`src/rtl/seq_divider.sv`:
```
// rtl/seq_divider.sv - multi-cycle unsigned restoring divider, one quotient bit per clock
// Optional zero-divisor early exit and div_zero flag under SEQDIV_ZERO_CHECK_EN.
module seq_divider #(
  parameter int NUM_W = 6,
  parameter int DEN_W = 4
) (
  input  logic             clk,
  input  logic             rst_n,
  input  logic             start,
  input  logic [NUM_W-1:0] numer,
  input  logic [DEN_W-1:0] denom,
  output logic             busy,
  output logic             done,
  output logic [NUM_W-1:0] quotient,
`ifdef SEQDIV_ZERO_CHECK_EN
  output logic [DEN_W-1:0] remain,
  output logic             div_zero
`else
  output logic [DEN_W-1:0] remain
`endif
);

  localparam int CNT_W = (NUM_W > 1) ? $clog2(NUM_W) : 1;

  typedef enum logic {S_IDLE, S_RUN} state_t;

  state_t           state, state_nx;
  logic [CNT_W-1:0] cnt;
  logic [NUM_W-1:0] num_sh;
  logic [DEN_W-1:0] den_r;
  logic [DEN_W:0]   rem_r;
  logic [DEN_W:0]   p;
  logic [DEN_W:0]   diff;
  logic             q_bit;
  logic             last_bit;
  logic             zero_hit;
  logic             accept;
  logic             finish;

  // The partial remainder MSB is never set after a restoring step; if it were,
  // the subtraction would have to be forced, so it is folded into q_bit.
  always_comb begin
    p        = {rem_r[DEN_W-1:0], num_sh[NUM_W-1]};
    diff     = p - {1'b0, den_r};
    q_bit    = rem_r[DEN_W] | (p >= {1'b0, den_r});
    last_bit = (cnt == '0);
`ifdef SEQDIV_ZERO_CHECK_EN
    zero_hit = (den_r == '0);
`else
    zero_hit = 1'b0;
`endif
    accept   = (state == S_IDLE) && start;
    finish   = (state == S_RUN) && (last_bit || zero_hit);
  end

  always_comb begin
    state_nx = state;
    case (state)
      S_IDLE:  if (start) state_nx = S_RUN;
      S_RUN:   if (last_bit || zero_hit) state_nx = S_IDLE;
      default: state_nx = S_IDLE;
    endcase
  end

  always_ff @(posedge clk or negedge rst_n) begin
    if (!rst_n) state <= S_IDLE;
    else        state <= state_nx;
  end

  assign busy = (state == S_RUN);

  always_ff @(posedge clk or negedge rst_n) begin
    if (!rst_n) begin
      cnt    <= '0;
      num_sh <= '0;
      den_r  <= '0;
      rem_r  <= '0;
    end else if (accept) begin
      cnt    <= CNT_W'(NUM_W - 1);
      num_sh <= numer;
      den_r  <= denom;
      rem_r  <= '0;
    end else if (state == S_RUN) begin
      cnt    <= cnt - 1'b1;
      num_sh <= {num_sh[NUM_W-2:0], q_bit};
      rem_r  <= q_bit ? diff : p;
    end
  end

  // Result registers only change on the finishing edge, so they hold through busy.
  always_ff @(posedge clk or negedge rst_n) begin
    if (!rst_n) begin
      done     <= 1'b0;
      quotient <= '0;
      remain   <= '0;
`ifdef SEQDIV_ZERO_CHECK_EN
      div_zero <= 1'b0;
`endif
    end else begin
      done <= finish;
      if (finish) begin
        if (zero_hit) begin
          quotient <= '1;
          remain   <= '0;
        end else begin
          quotient <= {num_sh[NUM_W-2:0], q_bit};
          remain   <= q_bit ? diff[DEN_W-1:0] : p[DEN_W-1:0];
        end
`ifdef SEQDIV_ZERO_CHECK_EN
        div_zero <= zero_hit;
`endif
      end
    end
  end

endmodule
```
`config.mk`:
```
export PLATFORM = sky130hd
export DESIGN_NAME = seq_divider
export DESIGN_NICKNAME = d
export VERILOG_FILES = /design/src/rtl/seq_divider.sv
export SDC_FILE = /design/constraint.sdc
export NUM_CORES = 1
export LEC_CHECK = 0
export BUFFER_PORTS_ARGS = -buffer_cell sky130_fd_sc_hd__buf_4
export CAP_MARGIN = 20
export CORE_AREA = 10 10 53 75
export DETAILED_ROUTE_END_ITERATION = 8
export DIE_AREA = 0 0 63 85
export PLACE_DENSITY = 0.79
export SLEW_MARGIN = 10
export SYNTH_ARGS = -nofsm -noshare
export SYNTH_HDL_FRONTEND = slang
export SYNTH_SLANG_ARGS = --single-unit
```
`constraint.sdc`:
```
create_clock -name clk -period 3.2 [get_ports clk]
set_input_delay 0.48 -clock clk [delete_from_list [all_inputs] [get_ports clk]]
set_output_delay 0.48 -clock clk [all_outputs]
set_load 0.05 [all_outputs]
```
# After elaboration in Yosys (flattened, before gate mapping)
# Cells that the tools add are included.
[totals]
input_bits = 13
word_cells = 28
reg_bits = 30
output_inout_bits = 12
[classes]
order_cmp = 1
n_bitwise = 2
add_sub_neg = 2
muxes = 11
reduce_logical = 4
[op_table]
columns = ["op", "count"]
rows = [
  ["$mux W5", 3],
  ["$mux W6", 2],
  ["$mux W3", 2],
  ["$ge A5 B4 Y1", 1],
  ["$sub A5 B4 Y5", 1],
  ["$mux W4", 1],
  ["$logic_not A3 Y1", 1],
  ["$sub A3 B1 Y3 const B", 1],
  ["$logic_and A1 B1 Y1", 2],
  ["$mux W1", 2],
  ["$pmux W1 S2", 1],
  ["$reduce_bool A2 Y1", 1],
  ["$not A1 Y1", 1],
  ["$or A1 B1 Y1", 1],
]

# Logic depth before layout (Yosys ltp)
# Gate-level depths: netlist (run 1).
[depth]
word_depth = 5
ltp_mapped = 9
mapped_depth_nobuf = 7

# Worst setup path after synthesis (run 1)
# OpenSTA, ideal clock, no wires.
[synth_timing]
kind = "reg-to-reg"
start = "register num_sh[5]"
end = "register rem_r[4]"
arrival_time_ns = 1.542
t_required_ns = 3.080
path_slack_ns = 1.539
synth_period_minus_slack_ns = 1.661
n_path_buf = 0
setup_ns = 0.120
stages_incl_launch_ff = 8
cell_sequence = "dfrtp_1 inv_1 ha_1 fa_1 nand2b_1 a21oi_1 xnor2_1 a31o_1"
[synth_between]
elab_chain_cells = 5
word_cells_on_any_way = 6
cone_classes = "add/sub: 1; order compare: 1; mux: 3; bitwise: 1"
[synth_rtl]
columns = ["item", "line_no", "rtl"]
rows = [
  ["start: declaration", "29", "logic [NUM_W-1:0] num_sh;"],
  ["start signal: assignment", "80", "num_sh <= numer;"],
  ["start signal: assignment", "85", "num_sh <= {num_sh[NUM_W-2:0], q_bit};"],
  ["$ge A5 B4 Y1", "45", "q_bit = rem_r[DEN_W] | (p >= {1'b0, den_r});"],
  ["$or A1 B1 Y1", "45", ""],
  ["$mux W5 (*)", "86", "rem_r <= q_bit ? diff : p;"],
  ["$mux W5 (*)", "83", "end else if (state == S_RUN) begin"],
  ["$mux W5 (*)", "78", "end else if (accept) begin"],
  ["end signal: assignment", "86", ""],
  ["end: declaration", "31", "logic [DEN_W:0] rem_r;"],
]
# Mark *: on every way between the ends. The rest lies on a longest branch, timed or not. The select of a mux whose other input is x is not followed.
# A chain may end at the register's enable or synchronous reset.

# Worst setup path in the final report (run 1)
[layout_timing]
start = "register state, in the netlist busy"
end = "register remain[0]"
[layout_between]
elab_chain_cells = 1
[layout_rtl]
columns = ["item", "line_no", "rtl"]
rows = [
  ["start: declaration", "27", "state_t state, state_nx;"],
  ["start signal: assignment", "67", "else state <= state_nx;"],
  ["$logic_and A1 B1 Y1", "53", "finish = (state == S_RUN) && (last_bit || zero_hit);"],
  ["end signal: assignment", "107", "remain <= q_bit ? diff[DEN_W-1:0] : p[DEN_W-1:0];"],
  ["end: declaration", "19", "output logic [DEN_W-1:0] remain"],
]
# No other way between the ends.

==> flow_metrics.tcl, run 1 <==
set metrics [dict create \
    status "completed" \
    crit_chain "nand2_1 > or2_0 > inv_2 > nor2_1 > a31oi_1" \
    cts_buffers 5 \
    crit_path_start_kind "flip-flop" \
    ys_types 36 \
    clock_skew_ps 4.398 \
    root_buffer "clkbuf_8" \
    slowest_stage "dfrtp_1" \
    synth_warnings 0 \
    first_iter_violations 48 \
    synth.top_cell.area_share_pct 49.71 \
    synth_area_leader_cell "dfrtp_1" \
    routed_wirelength_mm 3.473 \
    core_um2 2676 \
    antenna_found_initial 0 \
    hp-class "input pin to asynchronous set/reset pin" \
    place_hpwl_mm 2.570 \
    viasPerCell 5.590 \
    worst_pin_slew_ps 735.6 \
    cts_setup_buffers 0 \
    rows 23 \
    gp_congestion 1.011 \
    final_nets 204 \
    r2r_cells 5 \
    start_util_pct 56.43 \
    io_pins 25 \
    worstPathMaxFanout 25 \
    synthMostInstantiatedCell "dfrtp_1" \
    die_area_um2 5355 \
    critPathKind "flip-flop to flip-flop" \
    grt_pass1_wl_mm 5.713 \
    drc 0 \
    tns_ps 0 \
    fmax_mhz 511.9 \
    netlist_top_cells_count "dfrtp_1 (30), nand2_1 (28), nor2_1 (11)" \
    layout-drive-gt1-share_pct 18.92 \
    clkSinkCount 30 \
    hold_viol 0 \
    synthCells 159 \
    setup_violations 0 \
    cts_max_level 2 \
    muxShareOfSynthArea_pct 4.060 \
    gr-total-overflow 0 \
    synth_seq_cells 30 \
    drv_cap 0 \
    wire_per_inst_um 15.64 \
    required_ps 3400 \
    crit_arrival_ps 2150 \
    dr.pass1.iters 4 \
    area_delta_synth_final_pct 19.30 \
    ant_nets 0 \
    slowest_delay_ps 820 \
    die_h_um 85 \
    die_w_um 63 \
    grt_max_degree 31 \
    synth_top_family_by_area "simple AND/OR/NAND/NOR gates" \
    reg2reg_to "remain[0]" \
    period_minus_slack_ps 1954 \
    synth-adder-area-share_pct 6.297 \
    clock_latency_ps 280 \
    netlist_area_um2 1510 \
    diodes 0 \
    fin_crit_sh_pct 61.05 \
    synth-compound-area-share_pct 15.33 \
    postCtsHoldBufs 0 \
    slew_headroom_pct 50.96 \
    yosys-top-cells-area "dfrtp_1 (50%), nand2_1 (7.0%), ha_1 (5.0%)" \
    synth-xor-area-share_pct 1.740 \
    synth.avg_cell_area_um2 9.498 \
    end_kind "flip-flop" \
    ys.flop_type "dfrtp_1" \
    synth.yosys.seq_area_share_pct 49.71 \
    clkTransAtPathRegs_ps 60 \
    r2r-start "busy" \
    async_flop_share_pct 100.0 \
    slew_violations 0 \
    synth_edf_count 0 \
    cts_buffer_depth 2 \
    vias 1241 \
    cts_tree "built" \
    grt_usage_pct 13.48 \
    ff2ff_setup_slack_ps 1250 \
    nFillCells 233 \
    yosys.area_share.simple_pct 18.64 \
    io_buffers 24 \
    grt_pass1_vias 1252 \
    synth_nets 179 \
    rsz0062_at_grt "false" \
    cts_resized 0 \
]
-- critical path: cells and delay by family, from the launching register on --
kind	cells	cell delay [ps]
and+or+nand+nor	3	620
DFF	1	820
buffers and inverters	1	300
AOI/OAI and AO/OA	1	140
-- sequential cells by signal, indices dropped and copies added, names as in the netlist --
name and cells:
done 1, cnt 3, busy 1, den_r 4
remain 4, rem_r 5, num_sh 6, quotient 6
-- final cells by class --
class	count	area, µm²	share of cell area, %
timing repair buffer	24	180.2	10.00
clock inverter	1	5.005	0.2778
inverter	10	37.54	2.083
tap	37	46.29	2.569
sequential	30	750.7	41.67
multi-input combinational	113	695.7	38.61
clock buffer	7	86.33	4.792
-- placed cells by master, fill, tap and decap left out, types with 2 or more instances in the layout --
cell      instances
dfrtp_1          30
nand2_1          28
buf_4            24
nor2_1           11
o21ai_0          10
inv_1             8
a21oi_1           6
ha_1              6
clkbuf_8          6
a31oi_1           5
mux2i_1           5
nand3_1           5
nor3_1            4
nand2b_1          3
xnor2_1           3
inv_2             2
o21bai_1          2
nor2b_1           2
and3_1            2
nand4_1           2
o221ai_1          2
o31ai_1           2
o41ai_1           2
-- cell families (layout without fill, tap and decap cells) --
logic type,Yosys count,after routing
xor gates and xnor gates,3,3
DFF,30,30
and+or+nand+nor,61,61
adders and majority gates,7,7
muxes,6,6
AOI/OAI and AO/OA,36,36
buffers and inverters,16,42
-- routing by layer --
metal  part of all wire [%]  wire, µm  up-vias  track usage (%)
li1                       -         -      601                -
met1                     40      1393      601            12.83
met3                    5.2       181        7            5.000
met2                     52      1804       32            24.28
met5                      0         0        -                0
met4                    2.7        93        0            7.347
-- through the flow --
stage | instances | hold WS [ps] | cell area (µm²) | setup slack, ps | util, %
after floorplan | 159 | 184.4 | 1510 | 1539 | -
after global placement | 214 | 423.5 | 1710 | 1288 | 63.91
after detailed placement | 214 | 425.7 | 1710 | 1278 | 63.91
after CTS | 222 | 121.0 | 1802 | 1265 | 67.32
after global routing | 222 | 135.6 | 1802 | 1057 | 67.32
final | 222 | 112.5 | 1802 | 1246 | 67.32
-- worst max-delay path by stage --
stage	start	endpoint	slack, ps	cells after the start
global route	busy	remain[2]	1060	5
floorplan	num_sh[5]	rem_r[4]	1540	7
CTS	busy	remain[0]	1270	5
global placement	busy	quotient[0]	1290	5
finish	busy	remain[0]	1250	5
detailed placement	busy	remain[0]	1280	5
Power of run 1 is left out: the tool's default activity adds up to more than one toggle a clock period on the data nets, which glitch-free logic cannot reach.
==> run 2: changes to the inputs <==
--- a/config.mk
+++ b/config.mk
@@ -7,10 +7,10 @@
 export LEC_CHECK = 0
 export BUFFER_PORTS_ARGS = -buffer_cell sky130_fd_sc_hd__buf_4
 export CAP_MARGIN = 20
-export CORE_AREA = 10 10 53 75
+export CORE_AREA = 10 10 54 78
 export DETAILED_ROUTE_END_ITERATION = 8
-export DIE_AREA = 0 0 63 85
-export PLACE_DENSITY = 0.79
+export DIE_AREA = 0 0 64 88
+export PLACE_DENSITY = 0.74
 export SLEW_MARGIN = 10
 export SYNTH_ARGS = -nofsm -noshare
 export SYNTH_HDL_FRONTEND = slang
==> constraint.sdc (replaced) <==
create_clock -name clk -period 2 [get_ports clk]
set_input_delay 0.3 -clock clk [delete_from_list [all_inputs] [get_ports clk]]
set_output_delay 0.3 -clock clk [all_outputs]
set_load 0.05 [all_outputs]
==> flow_metrics.tcl, run 2 (synthesis results as in run 1) <==
set metrics [dict create \
    hold_end "den_r[2]" \
    fin_crit_sh_pct 90.74 \
    final_cell_mix "dfrtp_1 (30), nand2_1 (28), buf_4 (28), nor2_1 (11), o21ai_0 (10)" \
    grt_max_degree 31 \
    io_buffers 24 \
    die_h_um 88 \
    layout-drive-gt1-share_pct 20.53 \
    cts_max_level 2 \
    cts_resized 0 \
    worstPathMaxFanout 7 \
    ff2ff_setup_slack_ps 190 \
    clkTransAtPathRegs_ps 70 \
    reg_top3 "num_sh (6), quotient (6), rem_r (5)" \
    gp_congestion 0.8721 \
    die_w_um 64 \
    cts_setup_buffers 0 \
    postCtsHoldBufs 1 \
    status "completed" \
    r2r_cells 5 \
    diodes 0 \
    worst_pin_slew_ps 443.4 \
    grt_usage_pct 13.97 \
    fin_hold_ws_ps 220.9 \
    slew_headroom_pct 70.33 \
    cts_buffers 5 \
    period_minus_slack_ps 1815 \
    hp-class "input pin to flip-flop" \
    core_um2 2853 \
    startpoint "rem_r[1]" \
    cts_tree "built" \
    grt_pass1_wl_mm 6.244 \
    slew_violations 0 \
    layout_commonest_cell "dfrtp_1" \
    critPathKind "flip-flop to flip-flop" \
    hold-path-cell-count 3 \
    tns_ps 0 \
    place_hpwl_mm 2.784 \
    routed_wirelength_mm 3.706 \
    antenna_found_initial 0 \
    setup_violations 0 \
    fmax_mhz 551.0 \
    reg2reg_to "rem_r[3]" \
    start_util_pct 52.94 \
    required_ps 2160 \
    r2r-start "rem_r[1]" \
    grt_pass1_vias 1303 \
    clock_skew_ps 6.901 \
    cts_buffer_depth 2 \
    hp-start "denom[2]" \
    root_buffer "clkbuf_8" \
    area_delta_synth_final_pct 22.12 \
    nFillCells 254 \
    viasPerCell 5.498 \
    dr.pass1.iters 4 \
    crit_path_start_kind "flip-flop" \
    die_area_um2 5632 \
    rows 24 \
    drv_cap 0 \
    crit_arrival_ps 1970 \
    wire_per_inst_um 16.18 \
    final_nets 209 \
    end_kind "flip-flop" \
    ant_nets 0 \
    clock_latency_ps 280 \
    gr-total-overflow 0 \
    clkSinkCount 30 \
    hold_viol 0 \
    rsz0062_at_grt "false" \
    vias 1259 \
    first_iter_violations 44 \
    io_pins 25 \
    drc 0 \
]
-- run 2: cell count changes in the layout (fill, tap and decap cells not counted) --
cell,before,now
buf_4,24,28
dlygate4sd3_1,0,1
-- run 2: worst max-delay path by stage --
stage | endpoint | slack, ps | cells after the start
2_1_floorplan | rem_r[4] | 340 | 7
3_3_place_gp | rem_r[1] | 230 | 6
3_5_place_dp | rem_r[3] | 200 | 5
4_1_cts | rem_r[3] | 180 | 5
5_1_grt | rem_r[3] | 90 | 5
6_report | rem_r[3] | 190 | 5
-- run 2: metrics by stage --
step / std cells / cell area, µm² / utilization [%] / setup WS, ps
after floorplan: 159 / 1510 / - / 338.8
after global placement: 220 / 1743 / 61.10 / 231.0
after detailed placement: 220 / 1743 / 61.10 / 197.5
after CTS: 229 / 1844 / 64.65 / 178.0
after global routing: 229 / 1844 / 64.65 / 93.32
final: 229 / 1844 / 64.65 / 185.2
-- run 2: critical path, stage by stage (launching register included) --
cell	delay, ps
dfrtp_1	410
ha_1	410
and3_1	220
nand2b_1	160
o21bai_1	100
o41ai_1	390
-- run 2: cell type report --
| type | instances | area (µm²) | area share (%) |
|---|---|---|---|
| clock inverters | 1 | 5.005 | 0.2714 |
| repair buffers | 29 | 220.2 | 11.94 |
| well taps | 39 | 48.80 | 2.646 |
| inverters | 10 | 37.54 | 2.035 |
| multi-input cells | 113 | 695.7 | 37.72 |
| flip-flops and latches | 30 | 750.7 | 40.71 |
| clock buffers | 7 | 86.33 | 4.681 |
-- run 2: routing by layer --
layer / share of wire [%] / vias to the layer above / track usage, %
li1: - / 613 / -
met2: 52 / 35 / 24.52
met4: 2.5 / 0 / 7.186
met1: 41 / 602 / 14.85
met5: 0 / - / 0
met3: 4.6 / 9 / 3.964
Power of run 2 is left out for the same reason.
==> run 3: changes to the inputs <==
--- a/config.mk
+++ b/config.mk
@@ -5,12 +5,13 @@
 export SDC_FILE = /design/constraint.sdc
 export NUM_CORES = 1
 export LEC_CHECK = 0
+export ABC_AREA = 1
 export BUFFER_PORTS_ARGS = -buffer_cell sky130_fd_sc_hd__buf_4
 export CAP_MARGIN = 20
-export CORE_AREA = 10 10 54 78
+export CORE_AREA = 10 10 54 77
 export DETAILED_ROUTE_END_ITERATION = 8
-export DIE_AREA = 0 0 64 88
-export PLACE_DENSITY = 0.74
+export DIE_AREA = 0 0 64 87
+export PLACE_DENSITY = 0.73
 export SLEW_MARGIN = 10
 export SYNTH_ARGS = -nofsm -noshare
 export SYNTH_HDL_FRONTEND = slang
==> flow_metrics.tcl, run 3 <==
set metrics [dict create \
    yosys-top-cells-area "dfrtp_1 (52%), nand2_1 (16%), inv_1 (5.4%)" \
    clock_latency_ps 280 \
    vias 1172 \
    synth.avg_cell_area_um2 8.789 \
    slowest_delay_ps 400 \
    final_nets 216 \
    setup_violations 0 \
    cts_max_level 2 \
    io_buffers 24 \
    multi_input_area_um2 580.6 \
    cts_resized 0 \
    startpoint "num_sh[5]" \
    rows 24 \
    slowest_stage "fa_1" \
    netlist_area_um2 1450 \
    ff2ff_setup_slack_ps 360 \
    synth_edf_count 0 \
    fmax_mhz 610.7 \
    ant_nets 0 \
    area_delta_synth_final_pct 23.12 \
    cts_buffer_depth 2 \
    crit_chain "inv_1 > ha_1 > fa_1 > nand3b_1 > nand3_1 > nand2_1 > o21ai_0" \
    slew_violations 0 \
    grt_pass1_vias 1138 \
    status "completed" \
    grt_pass1_wl_mm 4.988 \
    gr-total-overflow 0 \
    routed_wirelength_mm 2.936 \
    grt_usage_pct 11.46 \
    first_iter_violations 36 \
    layout-drive-gt1-share_pct 21.83 \
    netlist_top_cells_count "nand2_1 (60), dfrtp_1 (30), inv_1 (21)" \
    r2r-start "num_sh[5]" \
    synthMostInstantiatedCell "nand2_1" \
    cts_tree "built" \
    end_kind "flip-flop" \
    synth_nets 185 \
    place_inst 227 \
    critPathKind "flip-flop to flip-flop" \
    crit_family "adder cells" \
    viasPerCell 4.966 \
    synthCells 165 \
    clock_skew_ps 6.790 \
    cts_buffers 5 \
    worstPathMaxFanout 3 \
    ys.flop_type "dfrtp_1" \
    wire_per_inst_um 12.44 \
    antenna_found_initial 0 \
    crit_arrival_ps 1840 \
    synth_warnings 0 \
    final-seq-area_um2 750.7 \
    crit_end "rem_r[4]" \
    start_util_pct 50.83 \
    final_cell_mix "nand2_1 (60), dfrtp_1 (30), buf_4 (26), inv_1 (21), nand3_1 (13)" \
    hp-class "input pin to flip-flop" \
    r2r_cells 7 \
    cp_num_buf_inv 1 \
    layout_commonest_cell "nand2_1" \
    synth.yosys.seq_area_share_pct 51.77 \
    die_h_um 87 \
    slew_headroom_pct 70.53 \
    die_area_um2 5568 \
    dpl_cell_area_um2 1667 \
    grt_max_degree 31 \
    root_buffer "clkbuf_8" \
    nFillCells 262 \
    rsz0062_at_grt "false" \
    ys_types 21 \
    hold-path-cell-count 3 \
    worst_pin_slew_ps 440.6 \
    stdcell_count 236 \
    clkTransAtPathRegs_ps 70 \
    crit_cells 7 \
    synth.top_cell.area_share_pct 51.77 \
    finalInstanceArea_um2 1785 \
    gp_congestion 0.8224 \
    die_w_um 64 \
    core_um2 2853 \
    drc 0 \
    synth_seq_cells 30 \
    fin_crit_sh_pct 81.87 \
    diodes 0 \
    crit_path_start_kind "flip-flop" \
    io_pins 25 \
    cts_setup_buffers 0 \
    async_flop_share_pct 100.0 \
    drv_cap 0 \
    synth_area_leader_cell "dfrtp_1" \
    required_ps 2210 \
    tns_ps 0 \
    clkSinkCount 30 \
    hold_viol 0 \
    place_hpwl_mm 2.312 \
    reg_top3 "num_sh (6), quotient (6), rem_r (5)" \
    postCtsHoldBufs 1 \
    reg2reg_to "rem_r[4]" \
    dr.pass1.iters 4 \
    period_minus_slack_ps 1637 \
]
[run 3: metal layers]
layer	vias to the layer above	track usage [%]	wire length [µm]
met2	24	19.35	1468
li1	592	-	-
met4	0	5.988	61
met1	550	11.57	1196
met5	-	0	0
met3	6	5.155	208
[run 3: worst min path at each step]
stage,to,start,slack [ps]
floorplan,busy,rst_n,4
global placement,quotient[3],rst_n,250
detailed placement,quotient[2],rst_n,240
CTS,den_r[0],denom[0],210
global route,den_r[0],denom[0],220
finish,den_r[0],denom[0],210
[run 3: metrics by stage]
step	worst slack [ps]	utilization (%)	hold WS [ps]
floorplan	423.5	-	4.409
global placement	400.8	58.42	246.6
detailed placement	372.3	58.42	242.8
CTS	364.8	62.59	205.5
global route	194.8	62.59	223.4
finish	362.6	62.59	205.8
[run 3: kinds of logic after synthesis]
| family | Yosys count | share of synthesized area (%) |
|---|---|---|
| XOR/XNOR | 1 | 0.6041 |
| AO/OA/AOI/OAI | 20 | 9.318 |
| AND/OR/NAND/NOR | 81 | 23.55 |
| buffers and inverters | 26 | 8.196 |
| adder cells (fa/ha/maj) | 7 | 6.557 |
| flip-flops | 30 | 51.77 |
[run 3: tightest hold or removal path, stage by stage]
cell,delay [ps]
buf_4,70
nand2_1,40
nand2_1,40
[run 3: final cells by class]
type | instances | area share (%)
Clock buffer | 5 | 3.854
Sequential cell | 30 | 42.05
Multi-Input combinational cell | 109 | 32.52
Clock inverter | 3 | 2.242
Timing Repair Buffer | 27 | 11.49
Tap cell | 39 | 2.733
Inverter | 23 | 5.116
Power of run 3 is left out for the same reason.
